==> src/rtl/ascon_pack.sv <==
// Shared ASCON constants and types used by the output buffer.
package ascon_pack;

  localparam int BLOCK_WIDTH    = 128;
  localparam int BLOCK_BYTES    = BLOCK_WIDTH / 8;
  localparam int BYTE_CNT_WIDTH = $clog2(BLOCK_BYTES) + 1;

  typedef enum logic {
    OUT_IDLE,
    OUT_SEND
  } out_state_e;

  // Byte counts above one block are clamped to a full block.
  function automatic logic [BYTE_CNT_WIDTH-1:0] sat_bytes(input logic [BYTE_CNT_WIDTH-1:0] b);
    return (b > BYTE_CNT_WIDTH'(BLOCK_BYTES)) ? BYTE_CNT_WIDTH'(BLOCK_BYTES) : b;
  endfunction

endpackage

==> src/rtl/ascon_strb_gen.sv <==
// Byte strobe mask for one output word: MSB strobe is the first byte of the word.
module ascon_strb_gen
  import ascon_pack::*;
#(
  parameter int WORD_BYTES = 4
) (
  input  logic [BYTE_CNT_WIDTH-1:0] bytes_rem,
  output logic [WORD_BYTES-1:0]     strb
);

  always_comb begin
    strb = '0;
    for (int k = 0; k < WORD_BYTES; k++) begin
      strb[WORD_BYTES-1-k] = (BYTE_CNT_WIDTH'(k) < bytes_rem);
    end
  end

endmodule

==> src/rtl/ascon_output_buffer.sv <==
// Serialises one 128-bit ASCON block onto a WORD_WIDTH stream with byte strobes.
// Optional: define ASCON_OUT_ZEROIZE_EN to clear held data after the final word.
module ascon_output_buffer
  import ascon_pack::*;
#(
  parameter int WORD_WIDTH = 32
) (
  input  logic                      clk,
  input  logic                      rst,
  input  logic                      blk_valid_i,
  output logic                      blk_ready_o,
  input  logic [BLOCK_WIDTH-1:0]    blk_data_i,
  input  logic [BYTE_CNT_WIDTH-1:0] blk_bytes_i,
  input  logic                      blk_last_i,
  output logic                      word_valid_o,
  input  logic                      word_ready_i,
  output logic [WORD_WIDTH-1:0]     word_data_o,
  output logic [WORD_WIDTH/8-1:0]   word_strb_o,
  output logic                      word_last_o,
  output logic                      busy_o
);

  localparam int WORD_BYTES = WORD_WIDTH / 8;
  localparam logic [BYTE_CNT_WIDTH-1:0] WORD_BYTES_C  = BYTE_CNT_WIDTH'(WORD_BYTES);
  localparam logic [BYTE_CNT_WIDTH-1:0] WORD_BYTES_M1 = BYTE_CNT_WIDTH'(WORD_BYTES - 1);
  localparam logic [BYTE_CNT_WIDTH-1:0] ONE_C         = BYTE_CNT_WIDTH'(1);

  out_state_e                state_q, state_d;
  logic [BLOCK_WIDTH-1:0]    shift_q, blk_masked;
  logic [BYTE_CNT_WIDTH-1:0] bytes_rem_q, words_rem_q;
  logic [BYTE_CNT_WIDTH-1:0] cap_bytes, cap_words, word_take;
  logic                      last_q;
  logic                      blk_hs, cap_go, word_hs, final_hs;
  logic [WORD_BYTES-1:0]     strb_mask;

  assign blk_ready_o  = !rst && (state_q == OUT_IDLE);
  assign word_valid_o = (state_q == OUT_SEND);
  assign busy_o       = (state_q == OUT_SEND);

  assign blk_hs   = blk_valid_i && blk_ready_o;
  assign word_hs  = word_valid_o && word_ready_i;
  assign final_hs = word_hs && (words_rem_q == ONE_C);
  // An empty non-final block carries nothing and is consumed without a transfer.
  assign cap_go   = blk_hs && ((cap_bytes != '0) || blk_last_i);

  always_comb begin
    cap_bytes  = sat_bytes(blk_bytes_i);
    cap_words  = (cap_bytes == '0) ? ONE_C : (cap_bytes + WORD_BYTES_M1) / WORD_BYTES_C;
    blk_masked = blk_data_i;
    for (int i = 0; i < BLOCK_BYTES; i++) begin
      if (BYTE_CNT_WIDTH'(i) >= cap_bytes) blk_masked[BLOCK_WIDTH-1-8*i -: 8] = 8'h00;
    end
  end

  assign word_take = (bytes_rem_q < WORD_BYTES_C) ? bytes_rem_q : WORD_BYTES_C;

  always_comb begin
    // NOTE: default first so every path assigns state_d and no latch is inferred.
    state_d = state_q;
    unique case (state_q)
      OUT_IDLE: if (cap_go)   state_d = OUT_SEND;
      OUT_SEND: if (final_hs) state_d = OUT_IDLE;
      default:                state_d = OUT_IDLE;
    endcase
  end

  always_ff @(posedge clk) begin
    // NOTE: sequential state uses non-blocking assignments only.
    if (rst) state_q <= OUT_IDLE;
    else     state_q <= state_d;
  end

  always_ff @(posedge clk) begin
    if (rst) begin
      // NOTE: the data register is reset too, so no earlier block survives a reset.
      shift_q     <= '0;
      bytes_rem_q <= '0;
      words_rem_q <= '0;
      last_q      <= 1'b0;
    end else if (cap_go) begin
      shift_q     <= blk_masked;
      bytes_rem_q <= cap_bytes;
      words_rem_q <= cap_words;
      last_q      <= blk_last_i;
    end else if (word_hs) begin
`ifdef ASCON_OUT_ZEROIZE_EN
      shift_q     <= final_hs ? '0 : (shift_q << WORD_WIDTH);
`else
      shift_q     <= shift_q << WORD_WIDTH;
`endif
      bytes_rem_q <= bytes_rem_q - word_take;
      words_rem_q <= words_rem_q - ONE_C;
    end
  end

  ascon_strb_gen #(.WORD_BYTES(WORD_BYTES)) u_strb_gen (
    .bytes_rem (bytes_rem_q),
    .strb      (strb_mask)
  );

  assign word_strb_o = word_valid_o ? strb_mask : '0;
  assign word_last_o = word_valid_o && last_q && (words_rem_q == ONE_C);

`ifdef ASCON_OUT_ZEROIZE_EN
  assign word_data_o = word_valid_o ? shift_q[BLOCK_WIDTH-1 -: WORD_WIDTH] : '0;
`else
  assign word_data_o = shift_q[BLOCK_WIDTH-1 -: WORD_WIDTH];
`endif

endmodule

==> config.mk <==
export PLATFORM = sky130hd
export DESIGN_NAME = ascon_output_buffer
export DESIGN_NICKNAME = d
export VERILOG_FILES = /design/src/rtl/ascon_pack.sv /design/src/rtl/ascon_strb_gen.sv /design/src/rtl/ascon_output_buffer.sv
export SDC_FILE = /design/constraint.sdc
export NUM_CORES = 1
export LEC_CHECK = 0
export CAP_MARGIN = 20
export CORE_MARGIN = 1
export CORE_UTILIZATION = 40
export DETAILED_ROUTE_END_ITERATION = 10
export DONT_BUFFER_PORTS = 1
export SLEW_MARGIN = 30
export SYNTH_ARGS = -nofsm -noshare
export SYNTH_HDL_FRONTEND = slang
export SYNTH_SLANG_ARGS = --single-unit
==> constraint.sdc <==
create_clock -name clk -period 3.8 [get_ports clk]
set_input_delay 0.76 -clock clk [delete_from_list [all_inputs] [get_ports clk]]
set_output_delay 0.76 -clock clk [all_outputs]
set_load 0.01 [all_outputs]
==> impl_metrics.json <==
{
  "ios": 178,
  "clockBufferDepth": 2,
  "hold_viol": 0,
  "initial_utilization_pct": 41.3,
  "synth-compound-area-share_pct": 24.7,
  "synth_fa_ha_area_share_pct": 0.623,
  "area_delta_synth_final_pct": 7.85,
  "final_net_count": 751,
  "criticalPathCategory": "reg -> reg",
  "hold_depth": 1,
  "regToRegEndpoint": "shift_q[100]",
  "antenna_cells": 0,
  "rows": 44,
  "r2r_slack_ns": 1.0,
  "slowest_stage": "dfxtp_1",
  "hp-start": "rst",
  "synth_xor_area_share_pct": 0.291,
  "drv_cap": 0,
  "synthCells": 671,
  "slowest_delay_ns": 0.74,
  "grt_pass1_wl_um": 25900,
  "grt_remaining_overflow": 0,
  "portBuffers": 0,
  "routed_via_density": 6.08,
  "crit_chain": "or3b_1 > a22o_2 > buf_4 > a222oi_1 > nor2_1",
  "grt_usage_pct": 21.2,
  "fin_setup_tns_ns": 0,
  "cts_made_buffers": 17,
  "avgRoutedWirePerCell_um": 20.2,
  "drive_gt1_share_pct": 9.16,
  "status": "finished, final reports clean",
  "fin_cells": 806,
  "yosysSeqAreaShare_pct": 46.5,
  "rsz0062_at_grt": "no",
  "clkLatencyLatePin_ns": 0.42,
  "tritoncts": "done",
  "htreeDepth": 4,
  "dieArea_sq_um": 15600,
  "cts_setup_buffers": 0,
  "drt-total-wl_um": 16300,
  "min_to": "shift_q[27]",
  "gp_congestion": 0.768,
  "multi_input_area_sq_um": 2750,
  "path_max_fanout": 34,
  "maxSlewViolCount": 0,
  "cts_resized": 0,
  "fp.dieW_um": 125,
  "relSlewSlack_pct": 37.9,
  "cp-end-kind": "flip-flop",
  "drcViolationCount": 0,
  "fmax_mhz": 357,
  "synth-edff-count": 0,
  "n_fill_cell": 1404,
  "worst_pin_slew_ns": 0.931,
  "synth_top_family_by_area": "compound AO/OA/AOI/OAI gates",
  "r2r-start": "busy_o",
  "ys_ff_latch": 140,
  "ys_warn_count": 0,
  "yosys_most_used_dff": "dfxtp_1",
  "drtIter0Drc": 386,
  "cts_root_buffer": "clkbuf_16",
  "hp-class": "in -> reg",
  "vias": 4897,
  "ys_async_sr_fraction_pct": 0,
  "synth_cell_type_count": 49,
  "ctsHoldBuffers": 0,
  "core_region_area_sq_um": 14600,
  "finalSetupViolations": 0,
  "grt_max_degree": 122,
  "min_period_ns": 2.80,
  "ir_drop_v": 0.000300,
  "yosys.area_share.simple_pct": 15.6,
  "cp_data_required_time_ns": 4.15,
  "fin_skew_ns": 0.00939,
  "p_leak_nw": 2.54,
  "ant_nets": 0,
  "grt_pass1_vias": 4815,
  "seq_area_sq_um": 2800,
  "syn_area_per_cell_sq_um": 8.98,
  "syn-num-nets": 812,
  "syn_area_sq_um": 6020,
  "antenna_found_initial": 0,
  "period_share_pct": 73.8,
  "dp_hpwl_um": 11100,
  "startpoint_type": "flip-flop",
  "clk_pin_slew_ns": 0.06,
  "cts_sinks": 140,
  "muxShareOfSynthArea_pct": 3.97,
  "arrival_ns": 3.15,
  "dp.cells": 775,
  "drtPass1Iterations": 6,
  "power_density_nw_per_um2": 578,
  "rr_worst_depth": 5,
  "fp.dieH_um": 125
}
cells in the mapped netlist (13+ instances only):
master    instances  share of area, %
a22o_1           17               2.5
a21oi_1          44               3.7
nand3_1          18               1.5
a222oi_1         31               5.2
clkbuf_1         38               2.4
nor2_1          122               7.6
nor4_1           13               1.3
dfxtp_1         140                47
a22oi_1          33               4.1
a21o_1           18               2.2
a221o_1          17               2.8
buf_4            33               4.1
buf_2            14               1.2
nand2_1          34               2.1
critical path, delay by kind of cell (launching register included):
kind	cells	cell delay, ns
AND/OR/NAND/NOR	2	0.73
AO/OA/AOI/OAI	2	0.79
buffers and inverters	1	0.45
flip-flops	1	0.74
cell families after synthesis:
| family | count (synthesis) |
|---|---|
| DFF | 140 |
| adders and majority gates | 3 |
| xor gates and xnor gates | 2 |
| and+or+nand+nor | 216 |
| muxes | 22 |
| other | 1 |
| AOI/OAI and AO/OA | 193 |
| buffers and inverters | 94 |
power breakdown:
group          total, W  switching (W)  internal (W)
sequential      0.00164      0.0000796       0.00156
combinational  0.000352       0.000210      0.000141
clock           0.00176       0.000616       0.00114
stage by stage:
stage          utilization (%)  area [sq um]  power [W]  hold slack [ns]  worst slack, ns
2_1_floorplan                -          6020    0.00199            0.427             1.13
3_3_place_gp              40.2          5860    0.00201            0.436             1.02
3_5_place_dp              40.2          5860    0.00203            0.440            0.932
4_1_cts                   44.5          6490    0.00379            0.395             1.01
5_1_grt                   44.5          6500    0.00391            0.403            0.775
6_report                  44.5          6500    0.00376            0.421            0.996
layout make-up:
cell class	instances	area share, %
sequential	140	43.1
multi-input combinational	437	42.3
timing repair buffer	8	0.924
tap	184	3.54
clock inverter	11	2.56
inverter	6	0.347
clock buffer	20	7.18
placed cells by master (no fill, tap or decap), drive strengths merged, types with 2 or more instances in the layout:
cell      netlist  layout
a22oi          34      34
clkinvlp        0       3
bufinv          0       4
a2111oi         2       2
o21a            3       3
mux2           15      15
nor2          122     122
a22o           17      17
or3             3       3
a311oi          7       7
nand2          34      34
nor4           13      13
nor3            5       5
o211ai          2       2
mux2i           7       7
a211oi          4       4
a21oi          44      44
dfxtp         140     140
a221o          17      17
a222oi         31      31
ha              3       3
buf            50       8
and3            2       2
and2            3       3
clkinv          1       5
nor4b           2       2
xnor2           2       2
nand3          18      18
a21o           18      18
nand2b         10      10
o21ai           6       6
inv             5       5
clkbuf         38      20
sequential cells by signal, indices dropped and copies added, names as in the netlist:
register and cells:
last_q 1, bytes_rem_q 5, words_rem_q 5, busy_o 1
shift_q 128
worst max path at each step:
stage / start / to / cells after the start
after floorplan: rst / blk_ready_o / 5
after global placement: rst / shift_q[99] / 5
after detailed placement: rst / shift_q[123] / 5
after CTS: busy_o / shift_q[123] / 5
after global routing: busy_o / words_rem_q[0] / 5
final: busy_o / shift_q[100] / 5
per-layer routing:
layer / track usage (%) / share of wire [%]
met1: 23.9 / 41
met2: 35.8 / 49
met3: 7.77 / 8.9
met4: 8.86 / 1.3
met5: 0 / 0
Power figures use the tool's default switching activity.
